===== src/rtl/reg_dump_unit.sv =====
// Register bank dump sequencer: reads each register over the debug port and
// streams it to a UART transmitter one byte at a time, most-significant byte first.
module reg_dump_unit #(
  parameter int DATA_SIZE  = 32,
  parameter int ADDR_SIZE  = 5,
  parameter int BANK_DEPTH = 32
) (
  input  logic                 i_clock,
  input  logic                 i_reset,
  input  logic                 i_start,
  input  logic [DATA_SIZE-1:0] i_reg_data,
  input  logic                 i_tx_done,
  output logic                 o_read_enable,
  output logic [ADDR_SIZE-1:0] o_read_addr,
  output logic [7:0]           o_tx_data,
  output logic                 o_tx_start,
  output logic                 o_busy,
  output logic                 o_done
);
  localparam int NBYTES = DATA_SIZE / 8;
  localparam int BW     = (NBYTES > 1) ? $clog2(NBYTES) : 1;
  localparam logic [ADDR_SIZE-1:0] LAST_ADDR = ADDR_SIZE'(BANK_DEPTH - 1);
  localparam logic [BW-1:0]        LAST_BYTE = BW'(NBYTES - 1);

  typedef enum logic [2:0] {
    S_IDLE, S_READ, S_LATCH, S_SEND, S_WAIT_TX, S_NEXT, S_FINISH
  } state_t;

  state_t                 state_q, state_d;
  logic [ADDR_SIZE-1:0]   addr_q, addr_d;
  logic [BW-1:0]          byte_q, byte_d;
  logic [DATA_SIZE-1:0]   word_q, word_d;
  logic [DATA_SIZE-1:0]   word_sh;

  always_ff @(posedge i_clock or negedge i_reset) begin
    if (!i_reset) begin
      state_q <= S_IDLE;
      addr_q  <= '0;
      byte_q  <= '0;
      word_q  <= '0;
    end else begin
      state_q <= state_d;
      addr_q  <= addr_d;
      byte_q  <= byte_d;
      word_q  <= word_d;
    end
  end

  always_comb begin
    state_d = state_q;
    addr_d  = addr_q;
    byte_d  = byte_q;
    word_d  = word_q;
    case (state_q)
      S_IDLE: begin
        if (i_start) begin
          addr_d  = '0;
          byte_d  = '0;
          state_d = S_READ;
        end
      end
      S_READ:  state_d = S_LATCH;
      S_LATCH: begin
        word_d  = i_reg_data;
        state_d = S_SEND;
      end
      S_SEND:  state_d = S_WAIT_TX;
      S_WAIT_TX: begin
        if (i_tx_done) begin
          if (byte_q == LAST_BYTE) begin
            state_d = S_NEXT;
          end else begin
            byte_d  = byte_q + 1'b1;
            state_d = S_SEND;
          end
        end
      end
      S_NEXT: begin
        byte_d = '0;
        if (addr_q == LAST_ADDR) begin
          state_d = S_FINISH;
        end else begin
          addr_d  = addr_q + 1'b1;
          state_d = S_READ;
        end
      end
      S_FINISH: begin
        addr_d  = '0;
        state_d = S_IDLE;
      end
      default: state_d = S_IDLE;
    endcase
  end

  // Byte counter only moves on an accepted tx_done, so this mux stays stable
  // for the whole SEND/WAIT_TX window without a separate output register.
  assign word_sh = word_q << {byte_q, 3'b000};

  assign o_tx_data     = word_sh[DATA_SIZE-1 -: 8];
  assign o_read_enable = (state_q == S_READ);
  assign o_read_addr   = addr_q;
  assign o_tx_start    = (state_q == S_SEND);
  assign o_busy        = (state_q != S_IDLE);
  assign o_done        = (state_q == S_FINISH);

endmodule


===== config.mk =====
export PLATFORM = sky130hd
export DESIGN_NAME = reg_dump_unit
export DESIGN_NICKNAME = d
export VERILOG_FILES = /design/src/rtl/reg_dump_unit.sv
export SDC_FILE = /design/constraint.sdc
export NUM_CORES = 1
export LEC_CHECK = 0
export BUFFER_PORTS_ARGS = -buffer_cell sky130_fd_sc_hd__buf_2
export CAP_MARGIN = 10
export CORE_MARGIN = 3
export CORE_UTILIZATION = 49
export CTS_BUF_LIST = sky130_fd_sc_hd__clkbuf_2 sky130_fd_sc_hd__clkbuf_4 sky130_fd_sc_hd__clkbuf_8
export DETAILED_ROUTE_END_ITERATION = 10
export PLACE_DENSITY = 0.89
export SKIP_CTS_REPAIR_TIMING = 1
export SYNTH_ARGS = -nofsm -noshare
export SYNTH_HDL_FRONTEND = slang
export SYNTH_SLANG_ARGS = --single-unit

===== constraint.sdc =====
create_clock -name i_clock -period 2.1 [get_ports i_clock]
set_clock_uncertainty 0.2 [all_clocks]
set_input_delay 0.315 -clock i_clock [delete_from_list [all_inputs] [get_ports i_clock]]
set_output_delay 0.315 -clock i_clock [all_outputs]
set_load 0.01 [all_outputs]

==> results.cfg <==
[clock_tree]
clock_latency_ns = 0.29
clk_pin_slew_ns = 0.08
h-tree-depth = 2
cts-root-buf = clkbuf_8
cts.path.max_buffers = 2
cts.sinks = 42
cts_buffers = 5
cts_tree = yes

[synthesis]
ys_ff_latch = 42
synth_cell_types = 36
syn_nets = 179
synthCells = 140
yosysSeqAreaShare_pct = 51.4
synth-warning-count = 0
avgSynthCellArea_um2 = 14.6
syn_area_um2 = 2050

[routing]
vias = 1374
dr.pass1.iters = 4
drtIter0Drc = 74
drc = 0
via_per_inst = 5.50
antenna_left = 0
drt_wl_total_mm = 3.86
wire_per_inst_um = 15.4

[worst_setup_path]
critical_path_class = reg2out
arrival_ns = 1.51
crit_path_start_kind = flip-flop
crit_required_ns = 1.58
critPathMaxFanout = 8
cp-end-kind = output port

[die]
die_w_um = 70.6
top_level_ports = 53
core-area_um2 = 3830
rows = 22
die_h_um = 70.6
dieArea_um2 = 4990
start_util_pct = 53.5

[placed_design]
port-buffer-count = 52
place_inst = 237
post-dp-hpwl_mm = 2.71
gp_congestion = 0.710
placed_cell_area_um2 = 2370
place_ws_ns = 0.00283

[global_route]
grt_usage_pct = 16.2
grt_pass1_wl_mm = 6.41
grt_pass1_vias = 1335
grt.overflow.total = 0
grt_antenna_before_repair = 0
grt_max_degree = 43

[hold_path]
worstHoldPathType = in2reg

[power]
p_seq_share_pct = 40.4
power_frac_comb_pct = 45.3
p_sw_share_pct = 33.1
power_density_nw_per_um2 = 1500
p_clk_share_pct = 14.3
switching_power_mw = 1.24
p_leak_nw = 1.16
irDropWorstVdd_uv = 1270
intPower_mw = 2.51

[layout]
drive_gt1_share_pct = 57.4
fin_nets = 240
fin_cells = 250
antennaDiodeCount = 0
stdcell_area_um2 = 2510
area_delta_synth_final_pct = 22.7
post-route-util_pct = 65.6
final_cell_mix = buf_2, dfrtp_1, mux2_2
final_common_cell = buf_2

[timing]
post-route-period-util_pct = 96.5
tightest_slew_ns = 0.521
max_freq_ghz = 0.493
period_needed_ns = 2.03
rsz0062_at_grt = false
setup_viol = 0
relSlewSlack_pct = 65.3
finalWorstSetupSlack_ns = 0.0729
setup_tns_ns = 0
slew_viol_final = 0
hold_violations = 0

[run_status]
status = finished clean

[flow_run]
cap_violations = 0
per-layer routing:
metal | track usage, % | vias up | routed length, um
met5 | 0 | - | 0
met4 | 3.76 | 0 | 34
met3 | 5.82 | 5 | 269
met2 | 26.4 | 40 | 1870
met1 | 21.1 | 691 | 1690
li1 | - | 638 | -
sequential cells by signal, summed over array words and instances (netlist names):
name         flops
state_q          3
word_q          32
byte_q           2
o_read_addr      5
cell type report:
class	count	area, um^2
Sequential cell	42	1050
Inverter	5	18.8
Tap cell	48	60.1
Multi-Input combinational cell	85	921
Timing Repair Buffer	62	363
Fill cell	279	1320
Clock buffer	6	82.6
Clock inverter	2	12.5
synth_stat cells (all sizes together):
cell / n / area [um^2]
nand3b: 1 / 7.51
mux2i: 3 / 30.0
a21o: 1 / 7.51
nor2: 5 / 18.8
nand2b: 4 / 25.0
a21boi: 1 / 7.51
a22o: 1 / 8.76
a21oi: 2 / 10.0
nor4bb: 1 / 10.0
and3: 2 / 12.5
nand3: 1 / 5.00
nor3: 1 / 16.3
nand2: 1 / 3.75
and4bb: 1 / 12.5
dfrtp: 42 / 1050
inv: 5 / 18.8
o21ai: 1 / 5.00
o31a: 1 / 8.76
o32ai: 2 / 17.5
mux4: 8 / 180
buf: 6 / 53.8
and3b: 1 / 12.5
nor3b: 3 / 33.8
a211o: 1 / 8.76
or3: 1 / 6.26
mux2: 34 / 387
o22ai: 3 / 18.8
ha: 3 / 37.5
nor4b: 2 / 23.8
clkbuf: 2 / 7.51
logic make-up after synthesis:
logic type | Yosys count | synth area share [%]
AO/OA/AOI/OAI | 13 | 4.53
AND/OR/NAND/NOR | 24 | 9.17
buffers and inverters | 13 | 3.91
flip-flops | 42 | 51.4
adder cells (fa/ha/maj) | 3 | 1.84
multiplexers | 45 | 29.2
worst max-delay path: stages, from the launching register on:
cell,delay (ns)
dfrtp_2,0.41
buf_12,0.15
mux4_2,0.50
buf_2,0.15
metrics by stage:
stage | hold WS, ns | power, mW
final | 0.0460 | 3.76
after global routing | 0.0410 | 4.02
after global placement | 0.210 | 3.13
after CTS | -0.111 | 3.75
after detailed placement | 0.212 | 3.22
after floorplan | -0.181 | 2.76
power groups by stage:
stage	clock (mW)	sequential, mW	combinational (mW)
after floorplan	0	1.38	1.38
after global placement	0	1.51	1.62
after detailed placement	0	1.54	1.68
after CTS	0.549	1.52	1.68
after global routing	0.589	1.58	1.85
final	0.537	1.52	1.70
final timing paths:
check,slack [ns],endpoint,depth (start not counted),startpoint
setup / recovery,0.07,o_tx_data[3],3,byte_q[0]$_DFFE_PN0P_
hold / removal,0.05,word_q[2]$_DFFE_PN0P_,2,i_reg_data[2]
setup reg to reg,0.08,o_read_addr[4]$_DFFE_PN0P_,6,o_read_addr[1]$_DFFE_PN0P_
hold reg to reg,0.28,word_q[2]$_DFFE_PN0P_,1,word_q[2]$_DFFE_PN0P_
max in group asynchronous,0.89,byte_q[0]$_DFFE_PN0P_,3,i_reset
min in group asynchronous,0.41,word_q[5]$_DFFE_PN0P_,3,i_reset
Note: power is estimated with default switching activity, not from simulation.
